## src/rtl/ahb_burst_master_seq_if.sv

```systemverilog
// Command and AHB address-phase signals between a traffic engine, the
// burst sequencer and the interconnect.
//   master : the sequencer side (takes commands and HREADY, drives the bus)
//   slave  : the traffic engine / interconnect side
interface ahb_burst_master_seq_if #(
   parameter int unsigned ADDR_WIDTH = 32,
   parameter int unsigned LEN_WIDTH  = 10
);
   logic                  cmd_valid;
   logic                  cmd_ready;
   logic [ADDR_WIDTH-1:0] cmd_addr;
   logic [2:0]            cmd_burst;
   logic [2:0]            cmd_size;
   logic [LEN_WIDTH-1:0]  cmd_len;
   logic                  cmd_write;
   logic                  beat_stall;
   logic                  HREADY;
   logic [ADDR_WIDTH-1:0] HADDR;
   logic [1:0]            HTRANS;
   logic [2:0]            HBURST;
   logic [2:0]            HSIZE;
   logic                  HWRITE;
   logic [LEN_WIDTH-1:0]  beat_idx;
   logic                  done;
   logic                  err;

   modport master (
      input  cmd_valid, cmd_addr, cmd_burst, cmd_size, cmd_len, cmd_write,
             beat_stall, HREADY,
      output cmd_ready, HADDR, HTRANS, HBURST, HSIZE, HWRITE, beat_idx,
             done, err
   );

   modport slave (
      output cmd_valid, cmd_addr, cmd_burst, cmd_size, cmd_len, cmd_write,
             beat_stall, HREADY,
      input  cmd_ready, HADDR, HTRANS, HBURST, HSIZE, HWRITE, beat_idx,
             done, err
   );
endinterface

```

## src/rtl/ahb_burst_master_seq.sv

```systemverilog
// AHB master address-phase sequencer: takes one burst command at a time and
// walks HADDR/HTRANS through it, with BUSY insertion, wrap addressing and
// boundary handling.
// Ports:
//   HCLK   : clock
//   HRESET : synchronous active-high reset
//   bus    : command handshake, beat_stall, HREADY in; HADDR/HTRANS/HBURST/
//            HSIZE/HWRITE, beat_idx, done/err pulses and cmd_ready out
module ahb_burst_master_seq #(
   parameter int unsigned ADDR_WIDTH = 32,
   parameter int unsigned DATA_WIDTH = 32,
   parameter int unsigned LEN_WIDTH  = 10,
   parameter int unsigned BOUNDARY   = 1024
) (
   input  logic                   HCLK,
   input  logic                   HRESET,
   ahb_burst_master_seq_if.master bus
);
   localparam int unsigned MAX_SIZE = $clog2(DATA_WIDTH / 8);
   localparam int unsigned BND_W    = $clog2(BOUNDARY);
   localparam int unsigned AW1      = ADDR_WIDTH + 1;

   localparam logic [1:0] TR_IDLE   = 2'b00;
   localparam logic [1:0] TR_BUSY   = 2'b01;
   localparam logic [1:0] TR_NONSEQ = 2'b10;
   localparam logic [1:0] TR_SEQ    = 2'b11;

   localparam logic [2:0] BU_SINGLE = 3'd0;
   localparam logic [2:0] BU_INCR   = 3'd1;
   localparam logic [2:0] BU_WRAP4  = 3'd2;
   localparam logic [2:0] BU_INCR4  = 3'd3;
   localparam logic [2:0] BU_WRAP8  = 3'd4;
   localparam logic [2:0] BU_INCR8  = 3'd5;
   localparam logic [2:0] BU_WRAP16 = 3'd6;
   localparam logic [2:0] BU_INCR16 = 3'd7;

   typedef enum logic [1:0] {S_IDLE, S_ACTIVE, S_BUSY} state_t;

   state_t                state_q;
   logic [ADDR_WIDTH-1:0] haddr_q;
   logic [1:0]            htrans_q;
   logic [2:0]            hburst_q;
   logic [2:0]            hsize_q;
   logic                  hwrite_q;
   logic [LEN_WIDTH-1:0]  beat_idx_q;
   logic [LEN_WIDTH-1:0]  beats_q;
   logic                  done_q;
   logic                  err_q;

   // Command decode: beat count and legality of the offered command
   logic [LEN_WIDTH-1:0]  cmd_beats_c;
   logic [ADDR_WIDTH-1:0] size_mask_c;
   logic [ADDR_WIDTH:0]   start_ext_c;
   logic [ADDR_WIDTH:0]   last_ext_c;
   logic                  fixed_incr_c;
   logic                  cross_c;
   logic                  illegal_c;

   always_comb begin
      cmd_beats_c = LEN_WIDTH'(1);
      case (bus.cmd_burst)
         BU_SINGLE:          cmd_beats_c = LEN_WIDTH'(1);
         BU_INCR:            cmd_beats_c = (bus.cmd_len == '0) ? LEN_WIDTH'(1) : bus.cmd_len;
         BU_WRAP4, BU_INCR4: cmd_beats_c = LEN_WIDTH'(4);
         BU_WRAP8, BU_INCR8: cmd_beats_c = LEN_WIDTH'(8);
         default:            cmd_beats_c = LEN_WIDTH'(16);
      endcase
      size_mask_c  = (ADDR_WIDTH'(1) << bus.cmd_size) - ADDR_WIDTH'(1);
      start_ext_c  = {1'b0, bus.cmd_addr};
      // One extra bit so a burst running past the top of memory counts as crossing
      last_ext_c   = start_ext_c + (AW1'(cmd_beats_c) << bus.cmd_size) - AW1'(1);
      fixed_incr_c = (bus.cmd_burst == BU_INCR4) || (bus.cmd_burst == BU_INCR8) ||
                     (bus.cmd_burst == BU_INCR16);
      cross_c      = last_ext_c[ADDR_WIDTH:BND_W] != start_ext_c[ADDR_WIDTH:BND_W];
      illegal_c    = (bus.cmd_size > 3'(MAX_SIZE)) || ((bus.cmd_addr & size_mask_c) != '0) ||
                     (fixed_incr_c && cross_c);
   end

   // Next-beat address, beat bookkeeping and boundary detection
   logic [ADDR_WIDTH-1:0] step_c;
   logic [ADDR_WIDTH-1:0] incr_addr_c;
   logic [ADDR_WIDTH-1:0] wrap_mask_c;
   logic [ADDR_WIDTH-1:0] next_addr_c;
   logic                  is_wrap_c;
   logic                  next_bnd_c;
   logic                  cur_bnd_c;
   logic                  last_beat_c;
   logic [LEN_WIDTH-1:0]  idx_inc_c;

   always_comb begin
      step_c      = ADDR_WIDTH'(1) << hsize_q;
      incr_addr_c = haddr_q + step_c;
      wrap_mask_c = (ADDR_WIDTH'(beats_q) << hsize_q) - ADDR_WIDTH'(1);
      is_wrap_c   = (hburst_q == BU_WRAP4) || (hburst_q == BU_WRAP8) || (hburst_q == BU_WRAP16);
      next_addr_c = is_wrap_c ? ((haddr_q & ~wrap_mask_c) | (incr_addr_c & wrap_mask_c))
                              : incr_addr_c;
      // Undefined-length INCR restarts with NONSEQ at each boundary line
      next_bnd_c  = (hburst_q == BU_INCR) && (next_addr_c[BND_W-1:0] == '0);
      cur_bnd_c   = (hburst_q == BU_INCR) && (haddr_q[BND_W-1:0] == '0);
      last_beat_c = beat_idx_q == (beats_q - LEN_WIDTH'(1));
      idx_inc_c   = (&beat_idx_q) ? beat_idx_q : beat_idx_q + LEN_WIDTH'(1);
   end

   // Sequencer FSM with registered bus outputs
   always_ff @(posedge HCLK) begin
      if (HRESET) begin
         state_q    <= S_IDLE;
         haddr_q    <= '0;
         htrans_q   <= TR_IDLE;
         hburst_q   <= BU_SINGLE;
         hsize_q    <= 3'd0;
         hwrite_q   <= 1'b0;
         beat_idx_q <= '0;
         beats_q    <= LEN_WIDTH'(1);
         done_q     <= 1'b0;
         err_q      <= 1'b0;
      end else begin
         done_q <= 1'b0;
         err_q  <= 1'b0;
         case (state_q)
            S_IDLE: begin
               if (bus.cmd_valid) begin
                  if (illegal_c) begin
                     err_q <= 1'b1;
                  end else begin
                     state_q    <= S_ACTIVE;
                     htrans_q   <= TR_NONSEQ;
                     haddr_q    <= bus.cmd_addr;
                     hburst_q   <= bus.cmd_burst;
                     hsize_q    <= bus.cmd_size;
                     hwrite_q   <= bus.cmd_write;
                     beat_idx_q <= '0;
                     beats_q    <= cmd_beats_c;
                  end
               end
            end
            S_ACTIVE: begin
               if (bus.HREADY) begin
                  if (last_beat_c) begin
                     done_q   <= 1'b1;
                     htrans_q <= TR_IDLE;
                     state_q  <= S_IDLE;
                  end else begin
                     haddr_q    <= next_addr_c;
                     beat_idx_q <= idx_inc_c;
                     if (bus.beat_stall) begin
                        state_q  <= S_BUSY;
                        htrans_q <= TR_BUSY;
                     end else begin
                        htrans_q <= next_bnd_c ? TR_NONSEQ : TR_SEQ;
                     end
                  end
               end
            end
            S_BUSY: begin
               // HADDR already points at the pending beat
               if (!bus.beat_stall && bus.HREADY) begin
                  state_q  <= S_ACTIVE;
                  htrans_q <= cur_bnd_c ? TR_NONSEQ : TR_SEQ;
               end
            end
            default: state_q <= S_IDLE;
         endcase
      end
   end

   assign bus.cmd_ready = (state_q == S_IDLE);
   assign bus.HADDR     = haddr_q;
   assign bus.HTRANS    = htrans_q;
   assign bus.HBURST    = hburst_q;
   assign bus.HSIZE     = hsize_q;
   assign bus.HWRITE    = hwrite_q;
   assign bus.beat_idx  = beat_idx_q;
   assign bus.done      = done_q;
   assign bus.err       = err_q;
endmodule
```

## src/flat_wrapper.sv

```systemverilog
// flat-port wrapper written by rule: the top's interface ports become plain ports
module ahb_burst_master_seq_flat 
#(
   parameter int unsigned ADDR_WIDTH = 32,
   parameter int unsigned DATA_WIDTH = 32,
   parameter int unsigned LEN_WIDTH  = 10,
   parameter int unsigned BOUNDARY   = 1024
)
  (HCLK, HRESET, bus_cmd_valid, bus_cmd_addr, bus_cmd_burst, bus_cmd_size, bus_cmd_len, bus_cmd_write, bus_beat_stall, bus_HREADY, bus_cmd_ready, bus_HADDR, bus_HTRANS, bus_HBURST, bus_HSIZE, bus_HWRITE, bus_beat_idx, bus_done, bus_err);
  ahb_burst_master_seq_if #(.ADDR_WIDTH(ADDR_WIDTH), .LEN_WIDTH(LEN_WIDTH)) bus_i ();
  input  logic HCLK;
  input  logic HRESET;
  input wire logic [$bits(bus_i.cmd_valid)-1:0] bus_cmd_valid;
  input wire logic [$bits(bus_i.cmd_addr)-1:0] bus_cmd_addr;
  input wire logic [$bits(bus_i.cmd_burst)-1:0] bus_cmd_burst;
  input wire logic [$bits(bus_i.cmd_size)-1:0] bus_cmd_size;
  input wire logic [$bits(bus_i.cmd_len)-1:0] bus_cmd_len;
  input wire logic [$bits(bus_i.cmd_write)-1:0] bus_cmd_write;
  input wire logic [$bits(bus_i.beat_stall)-1:0] bus_beat_stall;
  input wire logic [$bits(bus_i.HREADY)-1:0] bus_HREADY;
  output wire logic [$bits(bus_i.cmd_ready)-1:0] bus_cmd_ready;
  output wire logic [$bits(bus_i.HADDR)-1:0] bus_HADDR;
  output wire logic [$bits(bus_i.HTRANS)-1:0] bus_HTRANS;
  output wire logic [$bits(bus_i.HBURST)-1:0] bus_HBURST;
  output wire logic [$bits(bus_i.HSIZE)-1:0] bus_HSIZE;
  output wire logic [$bits(bus_i.HWRITE)-1:0] bus_HWRITE;
  output wire logic [$bits(bus_i.beat_idx)-1:0] bus_beat_idx;
  output wire logic [$bits(bus_i.done)-1:0] bus_done;
  output wire logic [$bits(bus_i.err)-1:0] bus_err;
  assign bus_i.cmd_valid = bus_cmd_valid;
  assign bus_i.cmd_addr = bus_cmd_addr;
  assign bus_i.cmd_burst = bus_cmd_burst;
  assign bus_i.cmd_size = bus_cmd_size;
  assign bus_i.cmd_len = bus_cmd_len;
  assign bus_i.cmd_write = bus_cmd_write;
  assign bus_i.beat_stall = bus_beat_stall;
  assign bus_i.HREADY = bus_HREADY;
  assign bus_cmd_ready = bus_i.cmd_ready;
  assign bus_HADDR = bus_i.HADDR;
  assign bus_HTRANS = bus_i.HTRANS;
  assign bus_HBURST = bus_i.HBURST;
  assign bus_HSIZE = bus_i.HSIZE;
  assign bus_HWRITE = bus_i.HWRITE;
  assign bus_beat_idx = bus_i.beat_idx;
  assign bus_done = bus_i.done;
  assign bus_err = bus_i.err;
  ahb_burst_master_seq #(.ADDR_WIDTH(ADDR_WIDTH), .DATA_WIDTH(DATA_WIDTH), .LEN_WIDTH(LEN_WIDTH), .BOUNDARY(BOUNDARY)) u_core (.HCLK(HCLK), .HRESET(HRESET), .bus(bus_i));
endmodule
```

## config.mk

```make
export PLATFORM = sky130hd
export DESIGN_NAME = ahb_burst_master_seq_flat
export DESIGN_NICKNAME = d
export VERILOG_FILES = /design/src/rtl/ahb_burst_master_seq_if.sv /design/src/rtl/ahb_burst_master_seq.sv /design/src/flat_wrapper.sv
export SDC_FILE = /design/constraint.sdc
export NUM_CORES = 1
export LEC_CHECK = 0
export ABC_CLOCK_PERIOD_IN_PS = 5000
export CAP_MARGIN = 20
export CORE_MARGIN = 1
export CORE_UTILIZATION = 52
export DETAILED_ROUTE_END_ITERATION = 8
export GPL_TIMING_DRIVEN = 0
export PLACE_DENSITY = 0.78
export SETUP_SLACK_MARGIN = 0.3
export SYNTH_ARGS = -nofsm -noshare
export SYNTH_HDL_FRONTEND = slang
export SYNTH_SLANG_ARGS = --single-unit
```

## constraint.sdc

```tcl
create_clock -name HCLK -period 5 [get_ports HCLK]
set_input_delay 0.5 -clock HCLK [delete_from_list [all_inputs] [get_ports HCLK]]
set_output_delay 0.5 -clock HCLK [all_outputs]
set_load 0.05 [all_outputs]
```

---- Word level (Yosys, flattened, before mapping) ----
Cells that the tools add are included.
storage, ports and cells
  register bits after elaboration ......... 65
  bits in latches ......................... 0
  memories kept ........................... 0
  logic and storage cells ................. 114
  output and inout port bits .............. 54
  memory bits (read-only) ................. 0
  bits in writable memories ............... 0
  bits of input ports ..................... 54
operators by class
  shift-type cells ........................ 4
  mux-type cells .......................... 32
  bitwise logic cells ..................... 10
  $lt $le $gt $ge ......................... 1
  $add $sub $neg .......................... 7
  reductions and logical operators ........ 29
  eq/ne operators ......................... 21
  div/mod/pow operators ................... 0
  $mul .................................... 0
operator list
  cell                                                                   count
  32-bit two-way mux                                                     5
  32-bit bitwise AND                                                     3
  32-bit case mux with 2 select lines                                    1
  1-bit by 3-bit << shifter with 32-bit output (first input constant)    2
  10-bit two-way mux                                                     6
  10-bit case mux with 4 select lines                                    1
  32-bit by 33-bit adder with 33-bit output                              1
  10-bit by 3-bit << shifter with 33-bit output                          1
  33-bit by 1-bit subtractor with 33-bit output (second input constant)  1
  32-bit adder                                                           1
  32-bit inverter                                                        1
  32-bit bitwise OR                                                      1
  32-bit nonzero test                                                    1
  10-bit by 3-bit << shifter with 32-bit output                          1
  32-bit by 1-bit subtractor with 32-bit output (second input constant)  1
  32-bit by 2-bit subtractor with 32-bit output (second input constant)  1
  10-bit zero test                                                       3
  2-bit two-way mux                                                      12
  23-bit by 22-bit inequality test with 1-bit output                     1
  10-bit case mux with 2 select lines                                    1
  3-bit == test (second input constant)                                  5
  5-bit AND reduction                                                    3
  2-bit case mux with 3 select lines                                     2
  10-bit by 1-bit adder with 10-bit output (second input constant)       1
  other kinds (24)                                                       48

---- Logic depth before layout (Yosys ltp) ----
  depth after elaboration ................. 13
  mapped depth ............................ 26
  gate-level depth less buffers ........... 22

---- Worst setup path after synthesis ----
OpenSTA, ideal clock, no wires.
  kind .................................... input port to flip-flop
  start point ............................. input bus_cmd_len[4]
  end point ............................... register (tool-made name)
  slack ................................... -0.392 ns
  data arrival time ....................... 5.258 ns
  data required time ...................... 4.866 ns
  stages on the path ...................... 20
  path buffers ............................ 1
  setup time .............................. 0.134 ns
  path through ............................ or4_1 o41a_1 nor3_1 a21oi_1 mux2_2 ha_1 inv_1 ha_1 nand2_1 nor4_1 o211ai_1 o22ai_1 o21ai_0 a221o_1 a211o_1 o41ai_4 nand2_2 buf_6 o311ai_2 o41ai_2
RTL lines
  element             line                source
  start: declaration  flat_wrapper.sv:17  input wire logic [$bits(bus_i.cmd_len)-1:0] bus_cmd_len;

==> metrics.txt <==
placed cell area=between 10000 and 15000 um2; Post-Synthesis Cell Area=8556 um2; register area share after synthesis=0.1521; biggest area consumer among synthesized cells=dfxtp_1; DRC viols=0; Worst Tran Pin Value=roughly 1.1 ns; syn_area_per_cell=about 7.0 um2; largest net degree at the start of global routing=13; leakage=4.442 nW; crit path DAT=~6 ns; Die X-Extent=between 100 and 150 um; final wirelength=around 33000 um; initial antenna violation count=0; Critical Path Sink Type=flip-flop; global route overflow=0; met3 WL=~3100 um; GRT Overall Usage=0.3896; pre-CTS setup slack=-2.301 ns; Switching Power=~1.8 mW; share of the synthesized area in the top cell type=0.1521; clock skew=0.007617 ns; first-pass GRT wire length=about 51000 um; clk sink count=65; met2 wire length=around 15000 um; Final Critical Period=approximately 5.6 ns; First-pass DRT Iterations=6; outcome=finished, violations left; Placer Congestion=roughly 0.98; DP HPWL=around 25000 um; fin area=11180 um2; Slew Viols, Final=0; worst hold path class=flip-flop to flip-flop; Routed WL per cell=between 20 and 25 um; TritonCTS clock tree=yes; Ports=108; initial drt markers=1330; Switching Share=0.4769; Slew headroom=0.2457; Met1 Wirelength=around 13000 um; CP Data Required Time=between 5 and 6 ns; Die Y=between 100 and 150 um; Worst-Skew Late Latency=between 0.3 and 0.4 ns; Highest Signal Layer=met4; Post-synth top cells=a21oi_1, nand2_1, nor2_1; cell internal pwr=1.953 mW; clk slew on worst S/H paths=approximately 0.06 ns; Syn Nets=approximately 1300; prevailing post-synth register cell=dfxtp_1; Synth Register Bits=65; vias in the first global route=around 9700; worst-path maximum fanout=6; critical path's top delay family=simple AND/OR/NAND/NOR gates; Peak VDD IR=~210 uV; Comb pwr share=0.607; Num CTS Buffers=9; Nets=1474; Area Overhead vs Synth=30.73%; Synth Instances=around 1200; die area=between 15000 and 20000 um2; share of cells above drive strength 1=0.1336; PD cells=333.8 nW/um2; final setup fails=64; CTS root buf=clkbuf_16; RSZ-0062 raised after global routing=yes; Cell Rows=between 40 and 50; Diodes inserted=0; Avg Vias per Cell=6.598; Synth cell types=86; max-cap violation count=0; CP peak stage delay=roughly 0.57 ns; starting density of the core=0.5347; fmax=about 180 MHz; Slowest-stage cell, CP=or4_4; critical path cell sequence=buf_6 > or4_4 > o41a_1 > nor3_2 > a21oi_2 > mux2i_1 > nand2_1 > ha_4 > inv_4 > ha_4 > nand3_4 > or2_4 > or4_4 > a211oi_4 > o211ai_1 > a21oi_2 > mux2i_4 > o41ai_4 > buf_6 > buf_4 > nand2_4 > or3_4 > o211a_1; Clk pwr share=0.191; Hold Buf Count CTS=0; top-count cell post-synth=a21oi_1; Core Box Area=16000 um2; Reg power frac=0.203; final hold violations=0; EDFF count, synth=0; top cells by area, synth=dfxtp_1, ha_1, a21oi_1, nand2_1, nor2_1; H-tree Lvls=3; Post-DRT Antenna Nets=0; WP buf/inv=4; Via Count=~10000; r2r setup slk=-0.19 ns; Tcrit/Tclk final=1.128; crit path kind=input pin to flip-flop; I/O Buffers=102; crit start category=input pin; failing checks=negative setup slack; final setup margin=-0.6400 ns; clk buf depth=2; ys async rst share=0; Synth Warn #=0
## what timing repair did
| action | 4_1_cts | 5_1_grt |
|---|---|---|
| buffers inserted | 17 | 2 |
| gates resized for setup | 97 | 67 |
| endpoints found under the setup margin | 64 | 64 |
| pin swaps | 29 | 29 |
| endpoints found under the hold margin | 0 | 0 |
| gates cloned | 7 | 0 |
## cells in the final DEF, fill, tap and decap left out, types with 33 or more instances in the layout
cell	instances
o21ai_0	51
xnor2_1	41
clkdlybuf4s50_1	93
nand2_1	110
dfxtp_1	65
nor3_1	33
clkbuf_1	45
nor2_1	111
inv_1	95
a21oi_1	108
ha_1	56
## worst register-to-register path, delay by kind of cell (launching register included)
kind | cells | cell delay, ns
AOI/OAI and AO/OA | 5 | 1.23
xor gates and xnor gates | 1 | 0.13
adders and majority gates | 1 | 0.33
buffers and inverters | 4 | 1.61
DFF | 1 | 0.49
and+or+nand+nor | 5 | 1.29
## worst paths after layout
kind / end / from / cells past startpoint
max: flip-flop / bus_cmd_len[0] / 23
min reg2reg: u_core.bus.HWRITE / u_core.bus.HWRITE / 2
max reg2reg: flip-flop / u_core.bus.HSIZE[2] / 16
min: u_core.bus.HWRITE / u_core.bus.HWRITE / 2
## per-stage QoR
step	setup TNS [ns]	total power, mW	utilization	hold slack (ns)	std cells
floorplan	-6.857	2.029	-	0.5187	1217
global placement	-129.40	2.590	0.6266	0.4768	1535
detailed placement	-130.71	2.603	0.6273	0.4836	1536
CTS	-30.49	3.554	0.6814	0.4979	1576
global route	-42.27	3.878	0.6990	0.5304	1578
finish	-32.82	3.733	0.6990	0.4898	1578
## power groups by stage
| stage | registers [mW] | clock network (mW) | logic, mW |
|---|---|---|---|
| CTS | 0.746 | 0.702 | 2.11 |
| floorplan | 1.01 | 0 | 1.02 |
| global route | 0.765 | 0.723 | 2.39 |
| finish | 0.756 | 0.711 | 2.27 |
| global placement | 0.756 | 0 | 1.83 |
| detailed placement | 0.756 | 0 | 1.85 |
## logic make-up after synthesis
kind of cell / count (synthesis) / share of synthesized area
and+or+nand+nor: 448 / 0.2584
AOI/OAI and AO/OA: 362 / 0.2844
buffers and inverters: 163 / 0.07473
xor gates and xnor gates: 70 / 0.07166
DFF: 65 / 0.1521
adders and majority gates: 63 / 0.09301
muxes: 46 / 0.06566
## layout make-up
type                    count  area [um2]
clock buffers              10       239.0
plain buffers              66       381.6
well taps                 216       270.3
clock inverters             6       90.09
inverters                  97       366.6
multi-input cells         990        7174
repair buffers            128        1361
flip-flops and latches     65        1301
fillers                  1375        4816
## metal layers
layer / global-route usage / up-vias
met3: 0.06314 / 136
met5: 0 / -
met1: 0.4911 / 4860
met4: 0.1888 / 0
li1: - / 4771
met2: 0.6449 / 645
Power figures use the tool's default switching activity.
